`src/rtl/setup_ctrl_pkg.sv`:
```
// Purpose : shared types and constants for the lock setup sequencer.
// Contents: keypad/display packet types, configuration record, FSM state enum,
//           fill-pattern commands and the power-on configuration.
package setup_ctrl_pkg;

  // 20 keypad digits, digit 19 first-entered / most significant
  typedef logic [19:0][3:0] senhaPac_t;
  // 6 display digits, BCD5 is the leftmost (bits 23:20)
  typedef logic [5:0][3:0]  bcdPac_t;

  typedef struct packed {
    logic       bip_status;
    logic [6:0] bip_time;
    logic [6:0] tranca_aut_time;
    senhaPac_t  senha_master;
    senhaPac_t  senha_1;
    senhaPac_t  senha_2;
    senhaPac_t  senha_3;
    senhaPac_t  senha_4;
  } setupPac_t;

  typedef enum logic [2:0] {OPER, AUTH, START, SETUP, DRAIN} ctrl_estado_t;

  localparam senhaPac_t SENHA_VAZIA    = {20{4'hF}};
  localparam senhaPac_t CMD_SAVE       = {20{4'hB}};
  localparam senhaPac_t CMD_NULO       = {20{4'hE}};
  localparam senhaPac_t MASTER_DEFAULT = {{16{4'hF}}, 4'h1, 4'h2, 4'h3, 4'h4};

  localparam setupPac_t CFG_DEFAULT = '{
    bip_status:      1'b1,
    bip_time:        7'd5,
    tranca_aut_time: 7'd5,
    senha_master:    MASTER_DEFAULT,
    senha_1:         SENHA_VAZIA,
    senha_2:         SENHA_VAZIA,
    senha_3:         SENHA_VAZIA,
    senha_4:         SENHA_VAZIA
  };

  // Display shown while waiting for the master password: "A" then blanks
  localparam bcdPac_t BCD_AUTH  = 24'hAFFFFF;
  // Cycles to wait for setup to answer a forced save before giving up
  localparam int      DRAIN_MAX = 4;

  function automatic logic is_fill(input senhaPac_t v, input logic [3:0] d);
    return v == {20{d}};
  endfunction

endpackage

```
`src/rtl/setup_ctrl_timer.sv`:
```
// Purpose : loadable down-counter that parks at zero and flags it.
// Latency : load takes effect on the next edge; decrements once per cycle while nonzero.
// Ports   : clk/rst, i_load + i_load_val (load wins over decrement), o_zero.
module ctrl_timer #(
  parameter int MAX_VAL = 1,
  parameter int W       = $clog2(MAX_VAL + 1)
) (
  input  logic         clk,
  input  logic         rst,
  input  logic         i_load,
  input  logic [W-1:0] i_load_val,
  output logic         o_zero
);

  logic [W-1:0] r_cnt;

  always_ff @(posedge clk or negedge rst) begin
    if (!rst) begin
      r_cnt <= '0;
    end else if (i_load) begin
      r_cnt <= i_load_val;
    end else if (r_cnt != '0) begin
      r_cnt <= r_cnt - 1'b1;
    end
  end

  assign o_zero = (r_cnt == '0);

endmodule

```
`src/rtl/setup_ctrl.sv`:
```
// Purpose : owns the live config; gates setup behind master password with retry
//           lockout and inactivity timeout; muxes keypad/display between paths.
// Latency : routing is combinational; state changes, setup_on and cfg_update are
//           registered (setup_on one cycle after the matching master packet).
// Flow    : no backpressure; packets are strobes, ignored ones are simply dropped.
// Ports   : keypad in (digitos_*), operational path (oper_*), setup path (setup_*,
//           data_setup_*), muxed display (bcd_pac/display_en), cfg/cfg_update/setup_active.
module setup_ctrl
  import setup_ctrl_pkg::*;
#(
  parameter int TIMEOUT_CYCLES = 30000,
  parameter int MAX_FAIL       = 3,
  parameter int LOCKOUT_CYCLES = 60000
) (
  input  logic      clk,
  input  logic      rst,
  input  logic      setup_req,
  input  senhaPac_t digitos_value,
  input  logic      digitos_valid,
  input  bcdPac_t   oper_bcd_pac,
  input  logic      oper_display_en,
  output senhaPac_t oper_digitos_value,
  output logic      oper_digitos_valid,
  output logic      setup_on,
  output senhaPac_t setup_digitos_value,
  output logic      setup_digitos_valid,
  input  bcdPac_t   setup_bcd_pac,
  input  logic      setup_display_en,
  input  setupPac_t data_setup_new,
  input  logic      data_setup_ok,
  output bcdPac_t   bcd_pac,
  output logic      display_en,
  output setupPac_t cfg,
  output logic      cfg_update,
  output logic      setup_active
);

  localparam int TW = $clog2(TIMEOUT_CYCLES);
  localparam int LW = $clog2(LOCKOUT_CYCLES + 1);
  localparam int FW = $clog2(MAX_FAIL + 1);
  localparam int DW = $clog2(DRAIN_MAX);

  ctrl_estado_t  r_state;
  logic [FW-1:0] r_fail_cnt;
  logic [DW-1:0] r_drain_cnt;
  logic          r_setup_on;
  logic          r_cfg_update;
  setupPac_t     r_cfg;

  logic w_in_timed, w_tmr_load, w_tmr_zero, w_timeout;
  logic w_lock_zero, w_lock_load;
  logic w_key_skip, w_key_cancel, w_key_match, w_auth_bad, w_force_save;

  // The inactivity timer is held at full scale outside AUTH/SETUP, so it is
  // already primed on the first cycle of either state; any key restarts it.
  assign w_in_timed = (r_state == AUTH) || (r_state == SETUP);
  assign w_tmr_load = !w_in_timed || digitos_valid;
  assign w_timeout  = w_in_timed && w_tmr_zero;

  assign w_key_skip   = is_fill(digitos_value, 4'hE) || is_fill(digitos_value, 4'hF);
  assign w_key_cancel = is_fill(digitos_value, 4'hB);
  assign w_key_match  = (digitos_value == r_cfg.senha_master);
  assign w_auth_bad   = (r_state == AUTH) && digitos_valid &&
                        !w_key_skip && !w_key_cancel && !w_key_match;
  assign w_lock_load  = w_auth_bad && (r_fail_cnt == FW'(MAX_FAIL - 1));

  // On SETUP timeout, inject a save command so setup flushes cleanly; a real
  // key or a result arriving in the same cycle takes precedence.
  assign w_force_save = (r_state == SETUP) && w_timeout && !digitos_valid && !data_setup_ok;

  ctrl_timer #(.MAX_VAL(TIMEOUT_CYCLES - 1)) u_inact_tmr (
    .clk        (clk),
    .rst        (rst),
    .i_load     (w_tmr_load),
    .i_load_val (TW'(TIMEOUT_CYCLES - 1)),
    .o_zero     (w_tmr_zero)
  );

  ctrl_timer #(.MAX_VAL(LOCKOUT_CYCLES)) u_lock_cnt (
    .clk        (clk),
    .rst        (rst),
    .i_load     (w_lock_load),
    .i_load_val (LW'(LOCKOUT_CYCLES)),
    .o_zero     (w_lock_zero)
  );

  always_ff @(posedge clk or negedge rst) begin
    if (!rst) begin
      r_state      <= OPER;
      r_fail_cnt   <= '0;
      r_drain_cnt  <= '0;
      r_setup_on   <= 1'b0;
      r_cfg_update <= 1'b0;
      r_cfg        <= CFG_DEFAULT;
    end else begin
      r_setup_on   <= 1'b0;
      r_cfg_update <= 1'b0;
      case (r_state)
        OPER: begin
          if (setup_req && w_lock_zero) r_state <= AUTH;
        end
        AUTH: begin
          if (digitos_valid) begin
            if (w_key_skip) begin
              r_state <= AUTH;
            end else if (w_key_cancel) begin
              r_state <= OPER;
            end else if (w_key_match) begin
              r_fail_cnt <= '0;
              r_setup_on <= 1'b1;
              r_state    <= START;
            end else if (w_lock_load) begin
              r_fail_cnt <= '0;
              r_state    <= OPER;
            end else begin
              r_fail_cnt <= r_fail_cnt + 1'b1;
            end
          end else if (w_timeout) begin
            r_state <= OPER;
          end
        end
        START: r_state <= SETUP;
        SETUP: begin
          if (data_setup_ok) begin
            r_cfg        <= data_setup_new;
            r_cfg_update <= 1'b1;
            r_state      <= OPER;
          end else if (w_force_save) begin
            r_drain_cnt <= '0;
            r_state     <= DRAIN;
          end
        end
        DRAIN: begin
          if (data_setup_ok || (r_drain_cnt == DW'(DRAIN_MAX - 1))) begin
            r_state <= OPER;
          end else begin
            r_drain_cnt <= r_drain_cnt + 1'b1;
          end
        end
        default: r_state <= OPER;
      endcase
    end
  end

  always_comb begin
    oper_digitos_value  = digitos_value;
    oper_digitos_valid  = 1'b0;
    setup_digitos_value = digitos_value;
    setup_digitos_valid = 1'b0;
    bcd_pac             = oper_bcd_pac;
    display_en          = oper_display_en;
    case (r_state)
      OPER: oper_digitos_valid = digitos_valid;
      AUTH: begin
        bcd_pac    = BCD_AUTH;
        display_en = 1'b1;
      end
      START, SETUP, DRAIN: begin
        setup_digitos_valid = digitos_valid;
        bcd_pac             = setup_bcd_pac;
        display_en          = setup_display_en;
        if (w_force_save) begin
          setup_digitos_value = CMD_SAVE;
          setup_digitos_valid = 1'b1;
        end
      end
      default: begin
        bcd_pac    = BCD_AUTH;
        display_en = 1'b1;
      end
    endcase
  end

  assign setup_on     = r_setup_on;
  assign cfg_update   = r_cfg_update;
  assign cfg          = r_cfg;
  assign setup_active = (r_state != OPER);

endmodule
```
`config.mk`:
```
export PLATFORM = sky130hd
export DESIGN_NAME = setup_ctrl
export DESIGN_NICKNAME = d
export VERILOG_FILES = /design/src/rtl/setup_ctrl_pkg.sv /design/src/rtl/setup_ctrl_timer.sv /design/src/rtl/setup_ctrl.sv
export SDC_FILE = /design/constraint.sdc
export NUM_CORES = 1
export LEC_CHECK = 0
export CAP_MARGIN = 10
export CORE_AREA = 2 2 454 456
export DETAILED_ROUTE_END_ITERATION = 7
export DIE_AREA = 0 0 456 458
export GPL_ROUTABILITY_DRIVEN = 0
export HOLD_SLACK_MARGIN = 0.08
export SETUP_SLACK_MARGIN = 0.1
export SYNTH_ARGS = -nofsm -noshare
export SYNTH_HDL_FRONTEND = slang
export SYNTH_HIERARCHICAL = 1
export SYNTH_SLANG_ARGS = --single-unit
export TNS_END_PERCENT = 5
```
`constraint.sdc`:
```
create_clock -name clk -period 7 [get_ports clk]
set_clock_uncertainty 0.15 [all_clocks]
set_input_delay 1.05 -clock clk [delete_from_list [all_inputs] [get_ports clk]]
set_output_delay 1.05 -clock clk [all_outputs]
set_load 0.01 [all_outputs]
```
Word level (Yosys, flattened, before mapping)
Index checks and enable logic that the tools add are counted.
{ "op_classes": {"muxes": 35, "eq_ne": 18, "bitwise_logic": 2, "reduce_logical": 34, "n_addsub": 4} }
{ "ops": {"columns": ["operator", "n"], "rows": [
  ["80-bit == test, second input constant", 3],
  ["80-bit 2-to-1 mux", 2],
  ["80-bit == test", 1],
  ["24-bit one-hot mux with 2 select lines", 1],
  ["16-bit 2-to-1 mux", 2],
  ["15-bit 2-to-1 mux", 2],
  ["3-bit 2-to-1 mux", 10],
  ["16-bit zero test", 1],
  ["16-bit nonzero test", 1],
  ["16-bit by 1-bit subtractor with 16-bit output, second input constant", 1],
  ["15-bit zero test", 1],
  ["3-bit one-hot mux with 5 select lines", 1],
  ["15-bit nonzero test", 1],
  ["15-bit by 1-bit subtractor with 15-bit output, second input constant", 1],
  ["1-bit logical AND", 10],
  ["1-bit 2-to-1 mux", 10],
  ["2-bit 2-to-1 mux", 5],
  ["2-bit inequality test, second input constant", 5],
  ["4-bit AND reduction", 2],
  ["3-bit by 2-bit == test with 1-bit output, second input constant", 2],
  ["1-bit zero test", 6],
  ["3-bit inequality test, second input constant", 2],
  ["6-bit by 5-bit inequality test with 1-bit output, second input constant", 1],
  ["2-bit nonzero test", 3],
  ["13 further kinds", 19]
]} }
{ "word_totals": {"wordCells": 203, "reg_bits": 455, "output_inout_bits": 605} }

Depth between registers and ports, before layout
Gate-level depths: netlist of run 1.
{ "logic_depth": {"ltp_word": 13, "mapped_depth": 11, "mapped_depth_nobuf": 11} }

Modules after synthesis
The synthesis of run 1 kept the hierarchy.
{ "modules_own_cells": {"columns": ["mod", "seq_area_each_um2", "n_inst", "area_each_um2", "cells_per_inst"], "rows": [
  ["setup_ctrl", 11103.1, 1, 19296.0, 1400],
  ["ctrl_timer at u_lock_cnt", 400.4, 1, 1006.0, 104],
  ["ctrl_timer at u_inact_tmr", 375.4, 1, 829.5, 79]
]} }

Worst setup path after synthesis of run 1
OpenSTA, ideal clock, no wires.
{ "synth_path": {"path_kind": "flip-flop to output port", "startpoint": "register u_inact_tmr.r_cnt[0]", "endpoint": "output setup_digitos_valid", "path_slack_ns": 3.314, "arrival_time_ns": 2.486, "required_time_ns": 5.800, "n_path_buf": 1, "path_stages_with_launch": 9, "cell_sequence": "dfrtp_1 > inv_1 > ha_1 > or4b_1 > nor4b_4 > nand2_1 > nor3_4 > buf_2 > nand2b_1"} }
{ "synth_via": {"elab_chain_len": 7} }
{ "synth_rtl": {"columns": ["item", "line", "source"], "rows": [
  ["from (decl)", "setup_ctrl_timer.sv:15", "logic [W-1:0] r_cnt;"],
  ["from (signal assigned)", "setup_ctrl_timer.sv:21", "r_cnt <= i_load_val;"],
  ["from (signal assigned)", "setup_ctrl_timer.sv:23", "r_cnt <= r_cnt - 1'b1;"],
  ["15-bit zero test", "setup_ctrl_timer.sv:27", "assign o_zero = (r_cnt == '0);"],
  ["named net w_tmr_zero", "setup_ctrl.sv:50", "logic w_in_timed, w_tmr_load, w_tmr_zero, w_timeout;"],
  ["1-bit logical AND", "setup_ctrl.sv:58", "assign w_timeout = w_in_timed && w_tmr_zero;"],
  ["1-bit logical AND (3 in a row)", "setup_ctrl.sv:69", "assign w_force_save = (r_state == SETUP) && w_timeout && !digitos_valid && !data_setup_ok;"],
  ["1-bit 2-to-1 mux", "setup_ctrl.sv:162", "if (w_force_save) begin"],
  ["1-bit 2-to-1 mux", "setup_ctrl.sv:152", "case (r_state)"],
  ["to (decl)", "setup_ctrl.sv:26", "output logic setup_digitos_valid,"]
]} }
The timed path passes the listed nets, and every way through them passes these cells.

==> metrics, run 1 <==
Initial DRC Count 1066; fin crit share 0.8706; CP Data Required Time slightly below 6 ns; leakage 0.01432 uW; DPL Wire Length roughly 130000 um; # port buffers 1154; WP data arrival 4.89 ns; Die W 456 um; Filler cells 22272; Core Util, Final 0.1846; Synth Cell Area 0.02113 sq mm; starting density of the core 0.1037; Avg Cell Area, Syn 13.35 sq um; Die Y approximately 460 um; DRC Markers 0; Post-CTS Setup Inserts 0; RSZ-0062 raised after global routing false; TNS Setup 0 ns; HP Class input port to asynchronous set/reset pin; fin crit period roughly 6.1 ns; Vias/cell approximately 3.3; slowest cell delay on critical path 0.68 ns; register area share after synthesis 0.5621; Max H-tree Level 2; Routed Antenna Nets 0; Critical Path Slowest Stage Cell nor4b_4; root buf cell clkbuf_16; CTS buffer count between 60 and 70; final setup violation count 0; final wirelength approximately 150000 um; critical path class register to output port; Longest Clk Path Bufs 3; Routed WL per cell 27.15 um; commonest cells after routing, fill and taps aside clkdlybuf4s50_1, mux2_2, dfstp_2; Least-Margin Pin Slew 1.257 ns; global-route wire length before repair roughly 190000 um; Ports 1155; Vias between 15000 and 20000; Post-synth top flop dfstp_2; Pwr Density between 150 and 200 mW/mm^2; Area Growth Syn to Fin 78.00%; DR pass1 iterations 5; Max Freq 0.1641 GHz; post_cts resized 0; largest net degree at the start of global routing 158; Top Family by Delay on Critical Path simple AND/OR/NAND/NOR gates; CTS tree built; Post-synth ARST share 1.000; cts hold-fix bufs 0; Yosys reg bits 455; Final Max Tran Viols 0; Startpoint Class register; worst vdd ir 0.1770 mV; vias in the first global route between 15000 and 20000; Reg clk slew, reported paths 0.07 ns; core area 0.2038 sq mm; global route overflow 0; max-cap violations 0; later-pin clock latency in the skew report 0.70 ns; Die ar. 0.2088 sq mm; Post-synth EDFFs 0; clk sink count approximately 460; Max transition margin 0.1621; Worst setup EP type output port; status completed; reg2reg setup slack 2.83 ns; most common cell after layout, fill and taps aside clkdlybuf4s50_1; worst-path cell chain inv_1, ha_1, or4b_1, nor4b_4, nand2_1, nor3_4, buf_4, or2_2, clkdlybuf4s50_1; endpoints failing hold 0; initial antenna violation count 79; CP max FO 30; # nets final 3258; GRT Resource Usage Total 0.1370; unique cell type count in the Yosys netlist 65; Cells after Synth 1583; Buf+Inv Stages, Crit Path 3; Placement Rows 166; share of post-route cells with drive strength above 1 0.3699; synth warn 6
final timing paths:
kind | start | endpoint | cells after the start
setup / recovery | u_inact_tmr/r_cnt[0] | setup_digitos_value[12] | 9
hold / removal | rst | cfg[411] | 1
setup reg to reg | u_inact_tmr/r_cnt[0] | r_state[0] | 10
hold reg to reg | cfg[410] | cfg[410] | 1
max in group asynchronous | rst | cfg[408] | 2
min in group clk | cfg[410] | cfg[410] | 1
Yosys cell counts (3+ instances only):
| library cell | number | area (sq um) |
|---|---|---|
| a21oi_1 | 51 | 255.2 |
| a211oi_1 | 4 | 30.03 |
| mux2_2 | 416 | 4684 |
| nand2b_1 | 10 | 62.56 |
| nand2_1 | 30 | 112.6 |
| buf_4 | 105 | 788.3 |
| or4_1 | 5 | 37.54 |
| dfrtp_1 | 61 | 1526 |
| ha_1 | 3 | 37.54 |
| nand3_1 | 5 | 25.02 |
| dfstp_2 | 394 | 10350 |
| and3_1 | 4 | 25.02 |
| inv_1 | 31 | 116.4 |
| or2_2 | 61 | 381.6 |
| or3_1 | 4 | 25.02 |
| clkbuf_1 | 22 | 82.58 |
| nor4_2 | 3 | 37.54 |
| xnor2_1 | 10 | 87.58 |
| nand4_1 | 33 | 206.5 |
| o211a_1 | 6 | 60.06 |
| o21ai_0 | 13 | 65.06 |
| nor2_1 | 64 | 240.2 |
| buf_2 | 27 | 135.1 |
| a22o_1 | 10 | 87.58 |
| nor3_1 | 14 | 70.07 |
| o31ai_1 | 5 | 37.54 |
| nor2b_1 | 27 | 168.9 |
| xor2_1 | 88 | 770.7 |
| nor4_1 | 34 | 212.7 |
through the flow:
stage | area (sq um) | hold WS (ns) | std cells | worst slack [ns] | total power, uW
4_1_cts | 37590 | 0.1534 | 5443 | 0.6958 | 7673
2_1_floorplan | 21240 | 0.3038 | 1612 | 3.314 | 3321
3_3_place_gp | 35460 | 0.3169 | 5329 | 0.6522 | 4201
5_1_grt | 37590 | 0.1876 | 5446 | 0.5444 | 7850
6_report | 37610 | 0.2028 | 5454 | 0.9057 | 7488
3_5_place_dp | 35470 | 0.3466 | 5330 | 1.459 | 4216
layout make-up:
cell class                      instances  area, sq um  share of cell area
Antenna cell                           11        27.53           0.0007318
Clock inverter                         25        322.8            0.008582
Clock buffer                           88         1792             0.04763
Timing Repair Buffer                 1185        11860              0.3154
Sequential cell                       455        11880              0.3158
Multi-Input combinational cell        971         8249              0.2193
Tap cell                             2688         3363             0.08942
Inverter                               31        116.4            0.003094
flip-flops by register name (all words and copies together) (netlist names):
name	flops
r_drain_cnt	2
u_inact_tmr/r_cnt	15
setup_on	1
cfg	415
r_fail_cnt	2
u_lock_cnt/r_cnt	16
r_state	3
cfg_update	1
where the power goes:
group / leakage [uW] / internal [uW] / switching, uW
Sequential: 0.00484 / 2730 / 106
Clock: 0.00102 / 1910 / 1410
Combinational: 0.00846 / 650 / 686
metal layers:
layer  part of all wire  track usage  wire, um  vias up
met4              0.047      0.05779      6970       42
met2               0.51       0.2459     75840      839
met3              0.073      0.04314     10780      256
met5             0.0017            0       256        -
met1               0.37       0.1476     54240     8966
li1                   -            -         -     7694
kinds of logic after synthesis:
group | after synthesis | synth area share
adder cells (fa/ha/maj) | 3 | 0.001776
flip-flops | 455 | 0.5621
other | 2 | 0.0003554
buffers and inverters | 186 | 0.05329
AND/OR/NAND/NOR | 311 | 0.08479
multiplexers | 418 | 0.2227
XOR/XNOR | 98 | 0.04062
AO/OA/AOI/OAI | 110 | 0.03434
Power figures use the tool's default switching activity.
==> run 2: changes to the inputs <==
--- a/config.mk
+++ b/config.mk
@@ -9,7 +9,6 @@
 export CORE_AREA = 2 2 454 456
 export DETAILED_ROUTE_END_ITERATION = 7
 export DIE_AREA = 0 0 456 458
-export GPL_ROUTABILITY_DRIVEN = 0
 export HOLD_SLACK_MARGIN = 0.08
 export SETUP_SLACK_MARGIN = 0.1
 export SYNTH_ARGS = -nofsm -noshare
==> metrics, run 2 (synthesis gave the netlist of run 1 again) <==
Ports 1155 (unchanged); critical path class register to output port; RSZ-0062 raised after global routing false; Critical R2R Capture r_state[0]; Area Growth Syn to Fin 77.58%; Filler cells 22248 (-0.11%); Worst setup EP type output port; Combinational Power Share 0.180 (+0.002); DPL Wire Length 125200 um (-0.37%); Max transition margin 0.2042 (+0.04210); DR pass1 iterations 5 (unchanged); max reg flops 415 (unchanged); clk sink count 455 (unchanged); GPL Wtd Cong 0.9105; Die ar. 0.2088 sq mm (unchanged); # port buffers 1154 (unchanged); final worst slack 0.9603 ns (+0.05465 ns); Placement Rows 166 (unchanged); commonest cells after routing, fill and taps aside clkdlybuf4s50_1, mux2_2, dfstp_2; cts hold-fix bufs 0 (unchanged); status completed; register share of total power 0.382 (+0.004); core area 0.2038 sq mm (unchanged); WP data arrival 4.84 ns (-0.05 ns); Max Freq 0.1656 GHz (+0.90%); largest net degree at the start of global routing 153 (-3.2%); # nets final 3255 (-0.092%); Die W 456 um (unchanged); Routed Antenna Nets 0 (unchanged); reg2reg setup slack 2.83 ns (about the same); Longest Clk Path Bufs 3 (unchanged); Place WS 1.415 ns (-0.04380 ns); endpoints failing hold 0 (unchanged); slowest cell delay on critical path 0.67 ns (about the same); HP Class input port to asynchronous set/reset pin; CP Data Required Time 5.80 ns (about the same); worst vdd ir 0.1620 mV (-8.5%); initial antenna violation count 84 (+6.3%); Die Y 458 um (unchanged); starting density of the core 0.1037 (unchanged); share of post-route cells with drive strength above 1 0.3705 (+0.0006319); max-cap violations 0 (unchanged); Least-Margin Pin Slew 1.194 ns (-0.06315 ns); Initial DRC Count 810 (-24%); leakage 0.01428 uW (-0.27%); DRC Markers 0 (unchanged); later-pin clock latency in the skew report 0.70 ns (about the same); Vias/cell 3.279 (+0.50%); Reg clk slew, reported paths 0.06 ns (about the same); Startpoint Class register; most common cell after layout, fill and taps aside clkdlybuf4s50_1; fin crit period 6.040 ns (-0.05465 ns); CP max FO 29 (-3.3%); Critical Path Slowest Stage Cell nor4b_4; Vias 17876 (+0.44%); Internal 5255 uW (-0.57%); GRT Resource Usage Total 0.1355 (-0.001580); fin crit share 0.8628 (-0.007808); Buf+Inv Stages, Crit Path 3 (unchanged); vias in the first global route 18525 (-0.46%); worst-path cell chain inv_1, ha_1, or4b_1, nor4b_4, nand2_1, nor3_4, buf_4, or2_2, clkdlybuf4s50_1; Post-CTS Setup Inserts 0 (unchanged); Top Family by Delay on Critical Path simple AND/OR/NAND/NOR gates; final wirelength 146800 um (-0.84%); switching power 2139 uW (-2.9%); worst r2r path cells 10 (unchanged); Net Sw Frac 0.2893 (-0.004922); clock network fraction of total power 0.439 (-0.004); final setup violation count 0 (unchanged); CTS tree built; reg2reg start u_inact_tmr/r_cnt[0]; post_cts resized 0 (unchanged); global route overflow 0 (unchanged); root buf cell clkbuf_16; TNS Setup 0 ns (unchanged); Max H-tree Level 2 (unchanged); CTS buffer count 60 (-1.6%); global-route wire length before repair 187000 um (-1.4%); Core Util, Final 0.1842 (-0.0004360); Final Max Tran Viols 0 (unchanged); Routed WL per cell 26.94 um (-0.79%); Pwr Density 197.0 mW/mm^2 (-1.0%)
-- run 2: metal layers --
metal  track usage  vias up  routed length [um]
met5             0        -                 254
met1        0.1452     9064               53510
met4       0.05097       38                6146
li1              -     7730                   -
met2        0.2477      815               76290
met3       0.04146      229               10640
-- run 2: area by class of cell --
type,count,area (sq um),share of cell area
flip-flops and latches,455,11880,0.3166
repair buffers,1183,11850,0.3158
multi-input cells,971,8249,0.2198
well taps,2688,3363,0.08963
clock buffers,85,1735,0.04625
clock inverters,28,307.8,0.008202
inverters,31,116.4,0.003101
diodes,10,25.02,0.0006669
-- run 2: power by group through the flow --
stage          registers [uW]  clock network, uW  logic (uW)
4_1_cts                  2820               3400        1350
3_5_place_dp             2850                  0        1350
2_1_floorplan            2830                  0         486
3_3_place_gp             2850                  0        1340
5_1_grt                  2830               3480        1420
6_report                 2820               3240        1330
-- run 2: worst register-to-register path, delay by kind of cell (launching register included) --
kind / cells / cell delay (ns)
DFF: 1 / 0.40
AOI/OAI and AO/OA: 4 / 1.56
adders and majority gates: 1 / 0.20
and+or+nand+nor: 4 / 1.65
buffers and inverters: 1 / 0.10
-- run 2: worst max-delay path by stage --
stage	startpoint	endpoint	slack (ns)	depth (start not counted)
floorplan	u_inact_tmr/r_cnt[0]	setup_digitos_valid	3.31	8
global placement	digitos_value[73]	u_lock_cnt/r_cnt[13]	0.80	9
detailed placement	digitos_valid	setup_digitos_value[12]	1.42	6
CTS	u_inact_tmr/r_cnt[0]	setup_digitos_value[12]	0.64	9
global route	u_inact_tmr/r_cnt[0]	setup_digitos_value[12]	0.60	9
finish	u_inact_tmr/r_cnt[0]	setup_digitos_value[23]	0.96	9
-- run 2: metrics by stage --
| step | cell area (sq um) | hold slack [ns] | std cells | total power, uW |
|---|---|---|---|---|
| floorplan | 21240 | 0.3038 | 1612 | 3321 |
| finish | 37520 | 0.2065 | 5451 | 7394 |
| global placement | 35450 | 0.3174 | 5327 | 4189 |
| CTS | 37500 | 0.1471 | 5441 | 7571 |
| global route | 37510 | 0.1883 | 5445 | 7731 |
| detailed placement | 35460 | 0.3408 | 5328 | 4201 |
